[src/rtl/period_meter_if.sv]
// period_meter_if -- signal bundle between a period_meter and its user.
//   sig_in      : slow asynchronous square wave to measure
//   clear       : synchronous measurement restart (active high)
//   half_period : iclk cycles between the last two sig_in edges
//   valid       : one-cycle pulse when half_period updates
//   timeout     : level, no edge seen within TIMEOUT_CYCLES
//   sig_sync    : synchronized copy of sig_in
// master drives sig_in/clear; slave (the meter) drives the results.
interface period_meter_if #(
  parameter int WIDTH = 32
);
  logic             sig_in;
  logic             clear;
  logic [WIDTH-1:0] half_period;
  logic             valid;
  logic             timeout;
  logic             sig_sync;

  modport master (
    output sig_in, clear,
    input  half_period, valid, timeout, sig_sync
  );

  modport slave (
    input  sig_in, clear,
    output half_period, valid, timeout, sig_sync
  );
endinterface

[src/rtl/period_meter.sv]
// period_meter -- measures the iclk-cycle interval between consecutive
// edges (rising or falling) of a slow asynchronous input.
//   iclk    : system clock, all state on its rising edge
//   reset_n : asynchronous active-low reset
//   pm      : period_meter_if.slave (sig_in, clear in; half_period,
//             valid, timeout, sig_sync out)
// Pipeline: s1 -> s2 -> s3/edge-evaluate (FSM stage) -> output register,
// so results appear 4 iclk edges after sig_in is first sampled.
module period_meter #(
  parameter int WIDTH          = 32,
  parameter int TIMEOUT_CYCLES = 25000000
) (
  input  logic         iclk,
  input  logic         reset_n,
  period_meter_if.slave pm
);

  // Counter must hold TIMEOUT_CYCLES without wrapping.
  generate
    if (TIMEOUT_CYCLES < 1 || (longint'(TIMEOUT_CYCLES) >> WIDTH) != 0) begin : g_bad_width
      $error("period_meter: need 2**WIDTH > TIMEOUT_CYCLES >= 1");
    end
  endgenerate

  localparam logic [WIDTH-1:0] LIM = WIDTH'(TIMEOUT_CYCLES - 1);

  typedef enum logic [1:0] {S_IDLE, S_MEASURE, S_TIMEOUT} state_t;

  state_t           state, state_d;
  logic             s1, s2, s3;
  logic             edg;
  logic [WIDTH-1:0] cnt, cnt_d;
  logic [WIDTH-1:0] hp_q, hp_d, hp_o;
  logic             vld_d;
  logic [1:0]       vld_pipe;   // [0] FSM stage, [1] output register
  logic             to_q, to_d, to_o;

  // Synchronizer plus history flop; clear deliberately leaves these alone.
  always_ff @(posedge iclk or negedge reset_n) begin
    if (!reset_n) begin
      s1 <= 1'b0;
      s2 <= 1'b0;
      s3 <= 1'b0;
    end else begin
      s1 <= pm.sig_in;
      s2 <= s1;
      s3 <= s2;
    end
  end

  assign edg = s2 ^ s3;

  always_ff @(posedge iclk or negedge reset_n) begin
    if (!reset_n) begin
      state    <= S_IDLE;
      cnt      <= '0;
      hp_q     <= '0;
      to_q     <= 1'b0;
      vld_pipe <= '0;
      hp_o     <= '0;
      to_o     <= 1'b0;
    end else begin
      state    <= state_d;
      cnt      <= cnt_d;
      hp_q     <= hp_d;
      to_q     <= to_d;
      // clear also flushes the output register so nothing already in
      // flight escapes after a restart.
      vld_pipe <= {vld_pipe[0] & ~pm.clear, vld_d};
      hp_o     <= pm.clear ? '0 : hp_q;
      to_o     <= pm.clear ? 1'b0 : to_q;
    end
  end

  always_comb begin
    state_d = state;
    cnt_d   = cnt;
    hp_d    = hp_q;
    vld_d   = 1'b0;
    to_d    = to_q;
    if (pm.clear) begin
      state_d = S_IDLE;
      cnt_d   = '0;
      hp_d    = '0;
      to_d    = 1'b0;
    end else begin
      unique case (state)
        S_IDLE: begin
          cnt_d = '0;
          if (edg) state_d = S_MEASURE;   // reference edge, nothing to report
        end
        S_MEASURE: begin
          if (edg) begin
            // Edge wins over a same-cycle limit hit: interval == TIMEOUT_CYCLES
            // is still a valid measurement.
            cnt_d = '0;
            hp_d  = cnt + WIDTH'(1);
            vld_d = 1'b1;
          end else if (cnt == LIM) begin
            state_d = S_TIMEOUT;
            cnt_d   = '0;
            to_d    = 1'b1;
          end else begin
            cnt_d = cnt + WIDTH'(1);
          end
        end
        S_TIMEOUT: begin
          cnt_d = '0;
          // The edge ending an over-long interval only restarts timing.
          if (edg) begin
            state_d = S_MEASURE;
            to_d    = 1'b0;
          end
        end
        default: begin
          state_d = S_IDLE;
          cnt_d   = '0;
        end
      endcase
    end
  end

  assign pm.half_period = hp_o;
  assign pm.valid       = vld_pipe[1];
  assign pm.timeout     = to_o;
  assign pm.sig_sync    = s2;

endmodule

[src/flat_wrapper.sv]
// flat-port wrapper written by rule: the top's interface ports become plain ports
module period_meter_flat 
#(
  parameter int WIDTH          = 32,
  parameter int TIMEOUT_CYCLES = 25000000
)
  (iclk, reset_n, pm_sig_in, pm_clear, pm_half_period, pm_valid, pm_timeout, pm_sig_sync);
  period_meter_if #(.WIDTH(WIDTH)) pm_i ();
  input  logic iclk;
  input  logic reset_n;
  input wire logic [$bits(pm_i.sig_in)-1:0] pm_sig_in;
  input wire logic [$bits(pm_i.clear)-1:0] pm_clear;
  output wire logic [$bits(pm_i.half_period)-1:0] pm_half_period;
  output wire logic [$bits(pm_i.valid)-1:0] pm_valid;
  output wire logic [$bits(pm_i.timeout)-1:0] pm_timeout;
  output wire logic [$bits(pm_i.sig_sync)-1:0] pm_sig_sync;
  assign pm_i.sig_in = pm_sig_in;
  assign pm_i.clear = pm_clear;
  assign pm_half_period = pm_i.half_period;
  assign pm_valid = pm_i.valid;
  assign pm_timeout = pm_i.timeout;
  assign pm_sig_sync = pm_i.sig_sync;
  period_meter #(.WIDTH(WIDTH), .TIMEOUT_CYCLES(TIMEOUT_CYCLES)) u_core (.iclk(iclk), .reset_n(reset_n), .pm(pm_i));
endmodule
[config.mk]
export PLATFORM = sky130hd
export DESIGN_NAME = period_meter_flat
export DESIGN_NICKNAME = d
export VERILOG_FILES = /design/src/rtl/period_meter_if.sv /design/src/rtl/period_meter.sv /design/src/flat_wrapper.sv
export SDC_FILE = /design/constraint.sdc
export NUM_CORES = 1
export LEC_CHECK = 0
export BUFFER_PORTS_ARGS = -buffer_cell sky130_fd_sc_hd__buf_2
export CAP_MARGIN = 20
export CORE_ASPECT_RATIO = 0.9
export CORE_MARGIN = 4
export CORE_UTILIZATION = 35
export CTS_BUF_LIST = sky130_fd_sc_hd__clkbuf_4
export CTS_CLUSTER_SIZE = 30
export DETAILED_ROUTE_END_ITERATION = 12
export PLACE_DENSITY = 0.61
export SYNTH_ARGS = -nofsm -noshare
export SYNTH_HDL_FRONTEND = slang
export SYNTH_SLANG_ARGS = --single-unit
[constraint.sdc]
create_clock -name iclk -period 2.6 [get_ports iclk]
set_clock_uncertainty 0.1 [all_clocks]
set_input_delay 0.52 -clock iclk [delete_from_list [all_inputs] [get_ports iclk]]
set_output_delay 0.52 -clock iclk [all_outputs]
set_load 0.01 [all_outputs]
==> flow_summary_export.csv <==
group,metric,value,unit
setup_path,cp.buffers_inverters,0,
global_routing,grt_pass1_wl,15.2,mm
synthesis,synth_area,4370,µm²
timing,fin_crit,2.37,ns
setup_path,r2r_end,"u_core.hp_q[28]",
placed_design,io_buffers,38,
hold_path,holdCritPathClass,"in2reg",
setup_path,reg2reg_from,"u_core.cnt[11]",
final_layout,area_growth,11.9,%
placed_design,dp.cells,578,
clock_tree,cts_root_buf,"clkbuf_4",
setup_path,slowest_delay,0.64,ns
drt,viasPerCell,5.19,
floorplan,die_height,114,µm
power,seqPwrFrac,0.638,
synthesis,syn_inst,395,
flow_run,max-cap-violations,0,
drt,wl_met1,4.33,mm
setup_path,critPathSlowestCell,"or4_4",
global_routing,antenna_found_initial,1,
final_layout,final_cell_mix,"105 x dfrtp_1, 44 x nor2_1, 37 x buf_2, 35 x nor2b_1, 21 x a21oi_1",
setup_path,crit_family,"simple AND/OR/NAND/NOR gates",
floorplan,coreArea,12100,µm²
drt,met2WireLength,3.92,mm
setup_path,cp.arrival,2.62,ns
setup_path,r2r_slack,0.23,ns
run_status,status,"completed",
clock_tree,cts_tree,"yes",
synthesis,synthArstFlopShare,1.00,
hold_path,hold_depth,1,
clock_tree,cts_max_level,3,
setup_path,path_class,"reg2reg",
power,combPwrFrac,0.082,
setup_path,crit_chain,"nand4_1 -> or4_4 -> or4_1 -> a311oi_1",
synthesis,ys_ff_latch,105,
drt,drc,0,
power,p_int,1.99,mW
synthesis,synth_seq_area_share,0.602,
power,swShare,0.263,
drt,firstDrtPassIters,4,
synthesis,synthFlopType,"dfrtp_1",
synthesis,yosysTopAreaCellShare,0.602,
clock_tree,clock_path_buffers,2,
final_layout,final_nets,435,
global_routing,grt_pass1_vias,3066,
final_layout,drive_gt1_frac,0.170,
power,vdd_drop_max,0.000183,V
timing,relSlewSlack,0.564,
synthesis,synth_edf_count,0,
floorplan,pin_count,39,
global_routing,grt_use_total,0.129,
setup_path,worstPathMaxFanout,13,
global_routing,grt.overflow.total,0,
power,power.density,553,nW/µm²
timing,rsz0062_at_grt,"false",
clock_tree,clk_pin_slew,0.16,ns
timing,hold_violations,0,
drt,ant_nets,0,
global_routing,grt_max_degree,45,
drt,highest-signal-layer,"met4",
clock_tree,cts.sinks,105,
hold_path,min_to,"u_core.s1",
floorplan,start_util,0.360,
clock_tree,numCtsBuffers,9,
setup_path,rr_worst_depth,4,
synthesis,syn_avg_cell_area,11.1,µm²
synthesis,synth_area_leader_cell,"dfrtp_1",
drt,wl_per_cell,14.8,µm
timing,tns,0,ns
synthesis,synth_cell_types,37,
hold_path,holdCritStartpoint,"pm_sig_in",
clock_tree,clock_latency,0.45,ns
floorplan,rows,38,
timing,setup_viol,0,
placed_design,gp_congestion,0.833,
floorplan,dieArea,14300,µm²
drt,first_iter_violations,269,
timing,maxSlewViolCount,0,
synthesis,synth.net_count,400,
timing,clock.fmax,0.422,GHz
synthesis,yosys_warnings,0,
drt,dr_wl_met3,457,µm
power,leakage,2.07,nW
timing,period_share,0.912,
power,power.switching,0.710,mW
synthesis,synthTopCellsByArea,"dfrtp_1 60%, nor2b_1 5.0%, nor2_1 3.9%",
drt,wirelength,8.80,mm
clock_tree,postCtsHoldBufs,1,
final_layout,layout_commonest_cell,"dfrtp_1",
final_layout,final_cells,596,
drt,num_vias,3094,
placed_design,place.detailed.hpwl,5.92,mm
setup_path,start_kind,"flop",
clock_tree,post_cts_resized,0,
power,power_frac_clock,0.280,
setup_path,required,2.85,ns
floorplan,die_w,126,µm
clock_tree,cts_setup_buffers,0,
setup_path,critPathCaptureType,"flop",
timing,worst_pin_slew,0.648,ns
## worst max path at each step
stage,start,to,cells past startpoint
floorplan,u_core.cnt[25],u_core.cnt[31],5
global placement,u_core.cnt[6],u_core.hp_q[19],4
detailed placement,u_core.cnt[6],u_core.hp_q[17],4
CTS,u_core.cnt[6],u_core.hp_q[17],4
global route,u_core.cnt[6],u_core.hp_q[21],4
finish,u_core.cnt[11],u_core.hp_q[28],4
## cell families after synthesis
| logic type | synth area share |
|---|---|
| adders and majority gates | 0.00286 |
| and+or+nand+nor | 0.217 |
| buffers and inverters | 0.0324 |
| AOI/OAI and AO/OA | 0.120 |
| xor gates and xnor gates | 0.0261 |
| DFF | 0.602 |
## cells in the mapped netlist, types with 5 or more instances
library cell  count
nand4_1           7
clkbuf_1         16
a311oi_1         18
dfrtp_1         105
xor2_1            5
nor2_1           45
nand3_1          15
xnor2_1           8
o21ai_0           8
a211oi_1         13
or4_4             6
nor2b_1          35
or3_1            13
and4_1            5
inv_1             7
a21oi_1          21
nor3_1            8
o31ai_1           9
buf_2             5
or4_1             5
nand2_1          11
nor4_1            7
## per-stage QoR
stage	utilization	hold WS, ns	worst slack (ns)	cell area [µm²]	total power [mW]
after floorplan	-	0.124	0.466	4370	1.88
after global placement	0.392	0.246	0.301	4760	1.98
after detailed placement	0.392	0.247	0.260	4760	1.98
after CTS	0.403	0.0349	0.210	4880	2.74
after global routing	0.403	0.00547	0.0729	4890	2.84
final	0.403	0.0707	0.229	4890	2.70
## worst register-to-register path, delay by kind of cell (launching register included)
kind | cells | cell delay [ns]
and+or+nand+nor | 3 | 1.44
DFF | 1 | 0.45
AOI/OAI and AO/OA | 1 | 0.28
## power by group through the flow
stage,Combinational [mW],Clock [mW],Sequential (mW)
floorplan,0.118,0,1.76
global placement,0.222,0,1.75
detailed placement,0.226,0,1.76
CTS,0.228,0.790,1.72
global route,0.255,0.854,1.73
finish,0.221,0.756,1.72
## routing by layer
metal	track usage	vias to the layer above
met1	0.186	1506
li1	-	1497
met5	0	-
met3	0.0417	7
met4	0.0350	0
met2	0.189	84
## final cells by class
class	instances	area, µm²
timing repair buffer	49	303
antenna	1	2.50
fill	1221	7240
clock inverter	6	42.5
clock buffer	10	75.1
multi-input combinational	258	1610
sequential	105	2630
tap	160	200
inverter	7	26.3
## flip-flops by register name, summed over array words and instances, names as in the netlist
name	flops
u_core.cnt	32
u_core.state	2
u_core.pm.timeout	1
u_core.vld_pipe	2
u_core.to_q	1
u_core.s3	1
u_core.s1	1
u_core.pm.sig_sync	1
u_core.pm.half_period	32
u_core.hp_q	32
(Power assumes the default switching activity.)
